<file path="src/rtl/ht_out_buffer.sv">
// ht_out_buffer: collects one timestep of 8-bit h_t elements from the LSTM
// datapath, packs them four per 32-bit word, and exposes them to a bus reader
// until software acknowledges with rd_done_i.
//
// Optional feature macro: HTBUF_CLEAR_ON_DONE_EN
//   defined   -> all buffer words zero on the rd_done_i edge that leaves READY
//   undefined -> buffer words persist and are only overwritten by accepts
module ht_out_buffer #(
    parameter int unsigned N_ELEM = 32
) (
    input  logic        clk,
    input  logic        rst,
    input  logic        ht_valid_i,
    input  logic [7:0]  ht_data_i,
    input  logic        ht_last_i,
    output logic        ht_ready_o,
    input  logic        rd_req_i,
    input  logic [2:0]  rd_idx_i,
    output logic        rd_rvalid_o,
    output logic [31:0] rd_rdata_o,
    output logic        w_valid_o,
    input  logic        rd_done_i,
    output logic [5:0]  elem_cnt_o,
    output logic        overflow_o
);

    localparam int unsigned N_WORD = N_ELEM / 4;
    localparam int unsigned CNT_W  = 6;
    localparam int unsigned BYTE_W = 8;
    localparam int unsigned WORD_W = 32;

    typedef enum logic [1:0] {
        ST_IDLE  = 2'd0,
        ST_FILL  = 2'd1,
        ST_READY = 2'd2
    } state_e;

    state_e              state_q, state_d;
    logic [CNT_W-1:0]    cnt_q, cnt_d;
    logic [WORD_W-1:0]   buf_q [N_WORD];
    logic [WORD_W-1:0]   buf_d [N_WORD];
    logic                ovf_q, ovf_d;
    logic                rvalid_q, rvalid_d;
    logic [WORD_W-1:0]   rdata_q, rdata_d;
    logic                w_valid_q, w_valid_d;
    logic                ht_ready_q, ht_ready_d;
    logic                accept_c;

    // Next-state, buffer write, overflow and read-port logic
    always_comb begin
        state_d    = state_q;
        cnt_d      = cnt_q;
        buf_d      = buf_q;
        ovf_d      = ovf_q;
        rvalid_d   = rd_req_i;
        rdata_d    = rdata_q;
        accept_c   = ht_valid_i & ht_ready_q;

        case (state_q)
            ST_IDLE, ST_FILL: begin
                if (accept_c) begin
                    for (int w = 0; w < int'(N_WORD); w++) begin
                        if (int'(cnt_q[CNT_W-1:2]) == w) begin
                            buf_d[w][int'(cnt_q[1:0]) * 8 +: BYTE_W] = ht_data_i;
                        end
                    end
                    cnt_d = CNT_W'(cnt_q + 1'b1);
                    if (ht_last_i || (cnt_d == CNT_W'(N_ELEM))) begin
                        state_d = ST_READY;
                    end else begin
                        state_d = ST_FILL;
                    end
                end
            end
            ST_READY: begin
                // Elements offered while full are dropped and flagged
                if (ht_valid_i) begin
                    ovf_d = 1'b1;
                end
                // Acknowledge wins over a same-cycle drop
                if (rd_done_i) begin
                    state_d = ST_IDLE;
                    cnt_d   = '0;
                    ovf_d   = 1'b0;
`ifdef HTBUF_CLEAR_ON_DONE_EN
                    for (int w = 0; w < int'(N_WORD); w++) begin
                        buf_d[w] = '0;
                    end
`endif
                end
            end
            default: begin
                state_d = ST_IDLE;
            end
        endcase

        // Reads see the pre-write buffer; out-of-range indices return zero
        if (rd_req_i) begin
            rdata_d = '0;
            for (int w = 0; w < int'(N_WORD); w++) begin
                if (int'(rd_idx_i) == w) begin
                    rdata_d = buf_q[w];
                end
            end
        end

        w_valid_d  = (state_d == ST_READY);
        ht_ready_d = (state_d != ST_READY);
    end

    // State, buffer and output registers
    always_ff @(posedge clk or posedge rst) begin
        if (rst) begin
            state_q    <= ST_IDLE;
            cnt_q      <= '0;
            ovf_q      <= 1'b0;
            rvalid_q   <= 1'b0;
            rdata_q    <= '0;
            w_valid_q  <= 1'b0;
            ht_ready_q <= 1'b1;
            for (int w = 0; w < int'(N_WORD); w++) begin
                buf_q[w] <= '0;
            end
        end else begin
            state_q    <= state_d;
            cnt_q      <= cnt_d;
            ovf_q      <= ovf_d;
            rvalid_q   <= rvalid_d;
            rdata_q    <= rdata_d;
            w_valid_q  <= w_valid_d;
            ht_ready_q <= ht_ready_d;
            for (int w = 0; w < int'(N_WORD); w++) begin
                buf_q[w] <= buf_d[w];
            end
        end
    end

    assign ht_ready_o  = ht_ready_q;
    assign rd_rvalid_o = rvalid_q;
    assign rd_rdata_o  = rdata_q;
    assign w_valid_o   = w_valid_q;
    assign elem_cnt_o  = cnt_q;
    assign overflow_o  = ovf_q;

endmodule

</file>
<file path="config.mk">
export PLATFORM = sky130hd
export DESIGN_NAME = ht_out_buffer
export DESIGN_NICKNAME = d
export VERILOG_FILES = /design/src/rtl/ht_out_buffer.sv
export SDC_FILE = /design/constraint.sdc
export NUM_CORES = 1
export LEC_CHECK = 0
export CAP_MARGIN = 0
export CORE_MARGIN = 4
export CORE_UTILIZATION = 40
export DETAILED_ROUTE_END_ITERATION = 7
export PLACE_DENSITY = 0.57
export SYNTH_ARGS = -nofsm -noshare
export SYNTH_HDL_FRONTEND = slang
export SYNTH_SLANG_ARGS = --single-unit
</file>
<file path="constraint.sdc">
create_clock -name clk -period 14.1 [get_ports clk]
set_input_delay 1.41 -clock clk [delete_from_list [all_inputs] [get_ports clk]]
set_output_delay 1.41 -clock clk [all_outputs]
set_load 0.05 [all_outputs]
</file>
* Word-level counts from Yosys, hierarchy flattened *
Index checks and enable logic that the tools add are counted.

word-level totals
  bits in registers = 300
  latch bits = 0
  bits in writable memories = 0
  bits in read-only memories = 0
  input bits = 17
  output and inout port bits = 42
  memories kept = 0

cells by class
  add/sub/neg operators = 2
  $mul = 0
  divide/modulo/power cells = 0
  magnitude comparators = 0
  eq/ne operators = 21
  shifts and indexed selects = 2
  muxes and demuxes = 25
  bitwise logic cells = 1
  reduce and logical (&&, ||, !) cells = 17

operators by type and width
  operator                                                                  count
  32-bit bitwise mux                                                        8
  32-bit two-way mux                                                        8
  5-bit negator with 33-bit output                                          1
  8-bit by 33-bit variable shift with 32-bit output (first input constant)  1
  8-bit by 33-bit variable part select with 32-bit output                   1
  3-bit AND reduction                                                       9
  4-bit equality test (second input constant)                               4
  3-bit equality test (second input constant)                               4
  6-bit two-way mux                                                         2
  6-bit case mux with 2 select lines                                        1
  4-bit by 3-bit equality test with 1-bit output (second input constant)    2
  6-bit by 1-bit adder with 6-bit output (second input constant)            1
  3-bit by 2-bit equality test with 1-bit output (second input constant)    2
  6-bit equality test (second input constant)                               1
  2-bit two-way mux                                                         3
  2-bit != test (second input constant)                                     3
  2-bit equality test (second input constant)                               2
  4-bit by 2-bit equality test with 1-bit output (second input constant)    1
  4-bit logical NOT                                                         1
  2-bit case mux with 2 select lines                                        1
  2-bit nonzero test                                                        2
  3-bit by 1-bit equality test with 1-bit output (second input constant)    1
  3-bit logical NOT                                                         1
  2-bit by 1-bit equality test with 1-bit output (second input constant)    1
  other kinds (6)                                                           7

* Depth between registers and ports, before layout *
Gate-level depths: netlist of run 1.

  depth in word-level cells = 9
  mapped depth = 9

* Least setup slack after synthesis of run 1 *
Ideal clock, no wire load.

  kind = input to register
  start = input ht_valid_i
  end = register buf_q[104] (netlist name)
  setup time = 0.125 ns
  arrival = 2.803 ns
  data required time = 13.975 ns
  path slack = 11.173 ns
  stages = 5
  path buffers = 1
  cells stage by stage = nand4b_2 -> or3b_1 -> buf_4 -> nor3_4 -> mux2_2

between the ends
  cells in the longest elaborated chain, start to end = 2

ends and longest elaborated chain
  what                             line  text
  from (decl)                      13    input logic ht_valid_i,
  1-bit AND                        57    accept_c = ht_valid_i & ht_ready_q;
  3-bit AND reduction (no line)    n/a
  to (signal, indexed assignment)  133   buf_q[w] <= buf_d[w];
  to (decl)                        40    logic [WORD_W-1:0] buf_q [N_WORD];

Every way passes these cells.
A chain may end at the register's enable or synchronous reset.

* Worst setup path after layout of run 1 *
  start = register cnt_q[3] (netlist: elem_cnt_o[3])
  end = output elem_cnt_o[3]

RTL lines
  what                    line  text
  from (decl)             39    logic [CNT_W-1:0] cnt_q, cnt_d;
  from (signal assigned)  126   cnt_q <= cnt_d;
  to (decl)               23    output logic [5:0] elem_cnt_o,

No word-level cell between the ends.

==> results_dict.tcl, run 1 <==
set metrics [dict create \
    status "finished clean" \
    avgSynthCellArea_um2 12.45 \
    overflow 0 \
    p_total_mw 2.417 \
    design_area_um2 16210 \
    grt.total_usage 0.1901 \
    clkTransAtPathRegs_ns 0.06 \
    rsz0062_at_grt "no" \
    wl_per_cell_um 22.13 \
    fin_skew_ns 0.01416 \
    worstPathCellList "clkdlybuf4s50_1" \
    path_max_fanout 24 \
    ys_async_sr_fraction 1.000 \
    clockRootBuffer "clkbuf_16" \
    n_fill_cell 3209 \
    worstSetupPathType "reg -> out" \
    hpwlAfterDp_mm 22.51 \
    grt_start_max_net_pins 161 \
    start_kind "flop" \
    via_count 9406 \
    clock-sinks 300 \
    grt_pass1_vias 9794 \
    crit_family "flip-flops" \
    clockBufferDepth 3 \
    cp_slowest_stage_delay_ns 1.06 \
    viasPerCell 5.739 \
    drc 0 \
    antenna_found_initial 0 \
    worst_pin_slew_ns 1.111 \
    rows 68 \
    synth_nets 1157 \
    setup_viol 0 \
    place_congestion 0.7819 \
    setup_tns_ns 0 \
    routed_wl_mm 36.28 \
    multi_input_area_um2 6171 \
    cts_resized 0 \
    crit_arrival_ns 2.55 \
    path_buf_inv 1 \
    timing.rr.start "elem_cnt_o[3]" \
    yosys-top-cells-area "dfrtp_1, mux2_2, a22o_1" \
    final_nets 1182 \
    num_io_pins 59 \
    synth_cells 1136 \
    first_iter_violations 552 \
    hold_violations 0 \
    yosysSeqAreaShare 0.5311 \
    synth-main-ff-cell "dfrtp_1" \
    yosys.area.top_type "dfrtp_1" \
    power_leakage_nw 7.625 \
    placed_area_um2 15040 \
    post-route-min-period_ns 3.959 \
    yosysWarnings 0 \
    p_per_area_nw_per_um2 149.0 \
    cts_tree "done" \
    clock_latency_ns 0.52 \
    max_slew_margin 0.2586 \
    drive_gt1_frac 0.2787 \
    synth_edf_count 0 \
    dp_cells 1579 \
    fin_util 0.4671 \
    maxCapViolations 0 \
    seqCellArea_um2 7508 \
    ys_ff_latch 300 \
    critPathSlowestCell "dfrtp_1" \
    n_antenna_cell 0 \
    hp-start "buf_q[52]" \
    drv_slew 0 \
    cp-end-kind "output port" \
    grt_pass1_wl_mm 58.65 \
    die_h_um 196.0 \
    io_buffers 58 \
    ant_nets 0 \
    dr.pass1.iters 5 \
    yosysUniqueCellTypes 49 \
    start_util 0.4073 \
    syn_area_um2 14140 \
    fmax_mhz 252.6 \
    htree_levels 2 \
    fp.coreArea_um2 34710 \
    die-width_um 196.0 \
    final_cells 1639 \
    numCtsBuffers 35 \
    post_cts.repair.setup_buffers 0 \
    dieArea_um2 38420 \
    yosysTopAreaCellShare 0.5292 \
    holdBufCountCts 0 \
    worstPathRequired_ns 12.69 \
    holdCritPathClass "reg -> reg" \
    cp-startpoint "elem_cnt_o[3]" \
    area_delta_synth_final_pct 14.68 \
    vdd_drop_max_v 0.00008506 \
    min_period_over_period 0.2808 \
]
## area by class of cell
| cell class | count | area share |
|---|---|---|
| sequential | 300 | 0.4631 |
| multi-input combinational | 721 | 0.3806 |
| clock buffer | 51 | 0.06528 |
| timing repair buffer | 66 | 0.03951 |
| tap | 455 | 0.03511 |
| inverter | 37 | 0.009028 |
| clock inverter | 9 | 0.007408 |
## cell usage in the layout, fill, tap and decap left out, types with 7 or more instances in the layout
| cell type | synthesis | final |
|---|---|---|
| dfrtp_1 | 299 | 299 |
| mux2_2 | 233 | 233 |
| a22o_1 | 57 | 57 |
| clkdlybuf4s50_1 | 0 | 54 |
| nand2b_1 | 38 | 38 |
| a21oi_1 | 38 | 38 |
| o21ai_0 | 38 | 38 |
| clkbuf_16 | 0 | 37 |
| inv_1 | 36 | 35 |
| a21o_1 | 33 | 33 |
| mux2i_1 | 32 | 32 |
| o221ai_1 | 32 | 32 |
| o22ai_1 | 32 | 32 |
| a2bb2oi_1 | 31 | 31 |
| o22a_1 | 31 | 31 |
| nand2_1 | 28 | 28 |
| nor2_1 | 27 | 27 |
| buf_4 | 2 | 10 |
| and2_1 | 9 | 9 |
| clkbuf_8 | 0 | 8 |
| nor3_2 | 7 | 7 |
## metrics by stage
| step | worst slack, ns | hold slack, ns |
|---|---|---|
| after global placement | 9.886 | 0.4744 |
| after global routing | 10.04 | 0.5085 |
| final | 10.14 | 0.4960 |
| after detailed placement | 9.830 | 0.4727 |
| after floorplan | 4.402 | 0.4575 |
| after CTS | 10.14 | 0.4946 |
## final timing paths
kind,to,slack (ns),depth (start not counted)
hold / removal,buf_q[52],0.50,1
max in group asynchronous,rd_rdata_o[10],11.12,3
hold reg to reg,buf_q[52],0.50,1
setup reg to reg,buf_q[160],11.09,4
setup / recovery,elem_cnt_o[3],10.14,1
min in group asynchronous,buf_q[185],1.50,2
## registers in the layout, indices dropped and copies added, names as in the netlist
name and cells:
rd_rvalid_o 1, overflow_o 1, ht_ready_o 1, w_valid_o 1
buf_q 256, rd_rdata_o 32, elem_cnt_o 6, state_q 2
## power by group
part,internal [mW],total (mW),switching [mW],leakage [nW]
sequential,0.943,1.01,0.0653,4.14
clock,0.573,0.929,0.356,0.586
combinational,0.172,0.479,0.307,2.89
## cell families (layout without fill, tap and decap cells)
| family | after synthesis | count (layout) | share of synthesized area |
|---|---|---|---|
| AOI/OAI and AO/OA | 300 | 300 | 0.1565 |
| DFF | 300 | 300 | 0.5311 |
| muxes | 265 | 265 | 0.2082 |
| and+or+nand+nor | 152 | 152 | 0.06761 |
| buffers and inverters | 115 | 163 | 0.03301 |
| adders and majority gates | 4 | 4 | 0.003540 |
## metal layers
| metal | GRT usage | share of wire |
|---|---|---|
| met5 | 0 | 0 |
| met4 | 0.03931 | 0.017 |
| met3 | 0.02954 | 0.041 |
| met2 | 0.2973 | 0.46 |
| met1 | 0.2825 | 0.48 |
## cell usage after synthesis, types with 2 or more instances
| cell type | number |
|---|---|
| dfrtp_1 | 299 |
| mux2_2 | 233 |
| a22o_1 | 57 |
| clkbuf_1 | 56 |
| a21oi_1 | 38 |
| nand2b_1 | 38 |
| o21ai_0 | 38 |
| inv_1 | 36 |
| a21o_1 | 33 |
| mux2i_1 | 32 |
| o221ai_1 | 32 |
| o22ai_1 | 32 |
| a2bb2oi_1 | 31 |
| o22a_1 | 31 |
| nand2_1 | 28 |
| nor2_1 | 27 |
| buf_2 | 10 |
| and2_1 | 9 |
| buf_1 | 8 |
| nor3_2 | 7 |
| nor2_4 | 6 |
| nand3b_1 | 5 |
| nor2b_1 | 5 |
| ha_1 | 4 |
| nand3_1 | 4 |
| nor2_2 | 4 |
| nor3_4 | 4 |
| a31oi_1 | 2 |
| buf_4 | 2 |
| buf_6 | 2 |
| nor3b_2 | 2 |
| nor4_2 | 2 |
| o41ai_1 | 2 |
| or3b_1 | 2 |
(Power assumes the default switching activity.)
==> run 2, diff against run 1 <==
- PLACE_DENSITY: 0.57 -> 0.6
- clock period: 14.1 -> 3.3 ns (I/O delays scaled with it)
==> run 2 against run 1 <==
Sequential power increased to 4.2 times the previous value. Clock skew decreased by 0.0011 ns. Largest power group unchanged. Die area unchanged.
==> results_dict.tcl, run 2 (synthesis gave the netlist of run 1 again) <==
set metrics [dict create \
    status "finished clean" \
    maxCapViolations 0 \
    path_max_fanout 21 \
    worstPathCellList "clkdlybuf4s50_1" \
    drive_gt1_frac 0.2917 \
    cp_slowest_stage_delay_ns 0.94 \
    crit_family "buffers and inverters" \
    via_count 9465 \
    top_register "buf_q" \
    io_buffers 58 \
    viasPerCell 5.685 \
    ff2ff_path_depth 6 \
    r2r-end "buf_q[128]" \
    die_h_um 196.0 \
    routed_wl_mm 36.09 \
    holdBufCountCts 0 \
    grt.total_usage 0.1877 \
    first_iter_violations 642 \
    setup_tns_ns 0 \
    hold_violations 0 \
    rsz0062_at_grt "no" \
    power_leakage_nw 7.762 \
    hpwlAfterDp_mm 23.28 \
    fp.coreArea_um2 34710 \
    n_fill_cell 3208 \
    min_period_over_period 0.8020 \
    worstPathRequired_ns 2.97 \
    grt_pass1_vias 9892 \
    wl_per_cell_um 21.67 \
    drv_slew 0 \
    path_buf_inv 1 \
    final_nets 1207 \
    p_total_mw 10.32 \
    worst_pin_slew_ns 0.8072 \
    clkTransAtPathRegs_ns 0.06 \
    dieArea_um2 38420 \
    htree_levels 2 \
    holdCritPathClass "in -> async" \
    area_delta_synth_final_pct 16.35 \
    critPathSlowestCell "clkdlybuf4s50_1" \
    dr.pass1.iters 5 \
    place_congestion 0.7782 \
    clock_latency_ns 0.51 \
    drc 0 \
    worstSetupPathType "reg -> out" \
    cp-end-kind "output port" \
    mostFrequentLayoutCells "dfrtp_1, mux2_2, a22o_1, clkdlybuf4s50_1" \
    largest_register_ffs 256 \
    post_cts.repair.setup_buffers 0 \
    cts_resized 0 \
    fmax_mhz 377.8 \
    ant_nets 0 \
    timing.rr.start "elem_cnt_o[0]" \
    rows 68 \
    setup_viol 0 \
    final_common_cell "dfrtp_1" \
    num_io_pins 59 \
    die-width_um 196.0 \
    n_antenna_cell 0 \
    crit_arrival_ns 2.32 \
    grt_start_max_net_pins 91 \
    cts_tree "done" \
    p_per_area_nw_per_um2 627.3 \
    vdd_drop_max_v 0.0003303 \
    fin_skew_ns 0.01310 \
    start_kind "flop" \
    max_slew_margin 0.4619 \
    clockBufferDepth 3 \
    grt_pass1_wl_mm 58.19 \
    clockRootBuffer "clkbuf_16" \
    overflow 0 \
    start_util 0.4073 \
    antenna_found_initial 0 \
    numCtsBuffers 34 \
    reg2reg_setup_slack_ns 0.86 \
    post-route-min-period_ns 2.647 \
    clock-sinks 300 \
]
run 2: changes by cell type in the layout (fill, tap and decap cells not counted), sizes merged:
cell,before,now
clkinvlp,0,1
clkbuf,51,53
buf,12,38
clkinv,7,5
inv,36,35
run 2: worst register-to-register path: cells and delay by family (launching register included):
family                   cells  cell delay, ns
adder cells (fa/ha/maj)      1            0.35
flip-flops                   1            0.36
multiplexers                 1            0.34
AND/OR/NAND/NOR              1            0.63
buffers and inverters        3            0.64
run 2: where the power goes:
group	internal (mW)	switching (mW)	total [mW]
Sequential	4.03	0.233	4.26
Clock	2.45	1.50	3.95
Combinational	0.778	1.33	2.11
run 2: layout make-up:
type / count / area, um^2 / share of cell area
Sequential cell: 300 / 7508 / 0.4564
Multi-Input combinational cell: 721 / 6168 / 0.3750
Clock buffer: 53 / 1066 / 0.06480
Timing Repair Buffer: 92 / 885.9 / 0.05385
Tap cell: 455 / 569.3 / 0.03461
Inverter: 37 / 142.6 / 0.008671
Clock inverter: 7 / 110.1 / 0.006693
run 2: per-stage QoR:
step,hold WS (ns),setup slack (ns),instance area (um^2),instances,util
after global placement,0.4742,0.5290,15270,1605,0.4400
final,0.1899,0.6533,16450,1665,0.4739
after CTS,0.1934,0.6360,16450,1665,0.4739
after floorplan,0.3614,-1.016,14140,1136,-
after detailed placement,0.4725,0.4856,15270,1605,0.4400
after global routing,0.2125,0.5730,16450,1665,0.4739
run 2: how the worst max path moves through the flow:
stage | slack [ns] | depth (start not counted) | end | startpoint
floorplan | -1.02 | 1 | buf_q[0] | rst
global placement | 0.53 | 5 | buf_q[115] | ht_valid_i
detailed placement | 0.49 | 5 | buf_q[117] | ht_valid_i
CTS | 0.64 | 1 | elem_cnt_o[2] | elem_cnt_o[2]
global route | 0.57 | 1 | elem_cnt_o[2] | elem_cnt_o[2]
finish | 0.65 | 1 | elem_cnt_o[2] | elem_cnt_o[2]
run 2: per-layer routing:
| layer | share of wire | track usage | vias to the layer above |
|---|---|---|---|
| met2 | 0.47 | 0.2976 | 199 |
| met1 | 0.48 | 0.2778 | 4908 |
| met4 | 0.014 | 0.03827 | 0 |
| met5 | 0 | 0 | - |
| li1 | - | - | 4317 |
| met3 | 0.039 | 0.02576 | 41 |
==> run 3, diff against run 2 <==
- clock period: 3.3 -> 2.4 ns (I/O delays scaled with it)
==> run 3 against run 2 <==
Clock power is 33% higher. Design area is 2.7% higher. Clock skew is 0.0018 ns lower. Worst setup slack worse by 0.59 ns. Sequential share of layout area is 1.2 points lower. Combinational power is 45% higher.
==> results_dict.tcl, run 3 (synthesis gave the netlist of run 1 again) <==
set metrics [dict create \
    holdBufCountCts 0 \
    dr.pass1.iters 6 \
    multi_input_area_um2 6173 \
    htree_levels 2 \
    maxCapViolations 0 \
    combPwrFrac 0.217 \
    numCtsBuffers 34 \
    drive_gt1_frac 0.3211 \
    ant_nets 0 \
    worstSetupPathType "reg -> out" \
    cp_slowest_stage_delay_ns 0.91 \
    path_max_fanout 15 \
    holdCritPathClass "in -> async" \
    drc 0 \
    num_io_pins 59 \
    clkTransAtPathRegs_ns 0.06 \
    clock-sinks 300 \
    place_congestion 0.8163 \
    io_buffers 58 \
    die_h_um 196.0 \
    grt.total_usage 0.1906 \
    area_delta_synth_final_pct 19.45 \
    seq_power_share 0.412 \
    clock_latency_ns 0.51 \
    p_per_area_nw_per_um2 838.8 \
    rsz0062_at_grt "no" \
    dp_worst_setup_slack_ns -0.1137 \
    overflow 0 \
    routed_wl_mm 36.97 \
    grt_pass1_vias 10080 \
    setup_viol 0 \
    viasPerCell 5.709 \
    crit_arrival_ns 2.09 \
    vdd_drop_max_v 0.0004477 \
    final_common_cell "dfrtp_1" \
    status "finished clean" \
    path_buf_inv 1 \
    rows 68 \
    mostFrequentLayoutCells "dfrtp_1, mux2_2, buf_4, a22o_1, clkdlybuf4s50_1" \
    fmax_mhz 428.4 \
    final_nets 1250 \
    min_period_over_period 0.9725 \
    drv_slew 0 \
    fin_util 0.4865 \
    power.switching_mw 4.303 \
    antenna_found_initial 0 \
    n_fill_cell 3097 \
    post_cts.repair.setup_buffers 0 \
    post-route-min-period_ns 2.334 \
    cp-end-kind "output port" \
    power.switching_fraction 0.3038 \
    crit_family "buffers and inverters" \
    wl_per_cell_um 21.66 \
    clockPowerShare 0.371 \
    start_kind "flop" \
    top_register "buf_q" \
    worstPathRequired_ns 2.16 \
    first_iter_violations 605 \
    grt_start_max_net_pins 101 \
    die-width_um 196.0 \
    clockBufferDepth 3 \
    cts_resized 0 \
    hold_violations 0 \
    via_count 9745 \
    largest_register_ffs 256 \
    fin_skew_ns 0.01127 \
    clockRootBuffer "clkbuf_16" \
    dieArea_um2 38420 \
    power_leakage_nw 7.993 \
    n_antenna_cell 0 \
    cts_tree "done" \
    critPathSlowestCell "clkdlybuf4s50_1" \
    fp.coreArea_um2 34710 \
    grt_pass1_wl_mm 58.37 \
    hpwlAfterDp_mm 23.94 \
    seqCellArea_um2 7508 \
    internal_power_mw 9.863 \
    worstPathCellList "clkdlybuf4s50_1" \
    worst_pin_slew_ns 1.229 \
    setup_tns_ns 0 \
    fin_ws_ns 0.06594 \
    start_util 0.4073 \
    max_slew_margin 0.1789 \
]
-- run 3: cell types whose count changed in the layout (fill, tap and decap cells not counted), moves of 2 or more --
cell	previous run	this run
buf_12	5	17
buf_4	32	64
bufinv_16	3	1
clkbuf_1	8	3
clkinv_2	4	6
clkinvlp_4	1	4
-- run 3: power by group through the flow --
stage | Clock [mW] | Sequential, mW | Combinational [mW]
after floorplan | 0 | 6.16 | 1.77
after global placement | 0 | 5.90 | 3.06
after detailed placement | 0 | 5.93 | 3.09
after CTS | 5.35 | 5.84 | 3.10
after global routing | 5.59 | 5.89 | 3.32
final | 5.26 | 5.84 | 3.07
-- run 3: path summary, 6_finish.rpt --
path	start	to	slack [ns]	depth (start not counted)
max	elem_cnt_o[2]	elem_cnt_o[2]	0.07	1
min	rst	buf_q[27]	0.04	2
max reg2reg	ht_ready_o	buf_q[108]	0.16	4
min reg2reg	buf_q[35]	buf_q[35]	0.49	1
max in group asynchronous	rst	rd_rdata_o[12]	1.55	3
min in group clk	rd_req_i	rd_rvalid_o	0.09	1
-- run 3: cell type report --
class | instances | share of cell area
Timing Repair Buffer | 135 | 0.08031
Clock inverter | 11 | 0.005408
Sequential cell | 300 | 0.4446
Clock buffer | 48 | 0.06201
Tap cell | 455 | 0.03371
Multi-Input combinational cell | 721 | 0.3655
Inverter | 37 | 0.008446
-- run 3: metal layers --
metal,global-route usage,wire length (um),vias to the layer above
met2,0.3050,17340,210
met5,0,0,-
li1,-,-,4399
met1,0.2764,17400,5089
met4,0.04344,591,0
met3,0.02816,1639,47
-- run 3: per-stage QoR --
stage          hold WS (ns)  area [um^2]  std cells  power [mW]
2_1_floorplan        0.2714        14150       1136       7.930
3_3_place_gp         0.4757        15750       1648       8.966
3_5_place_dp         0.4746        15750       1648       9.014
4_1_cts             0.03242        16890       1707       14.28
5_1_grt             0.04322        16890       1707       14.80
6_report            0.03885        16890       1707       14.17
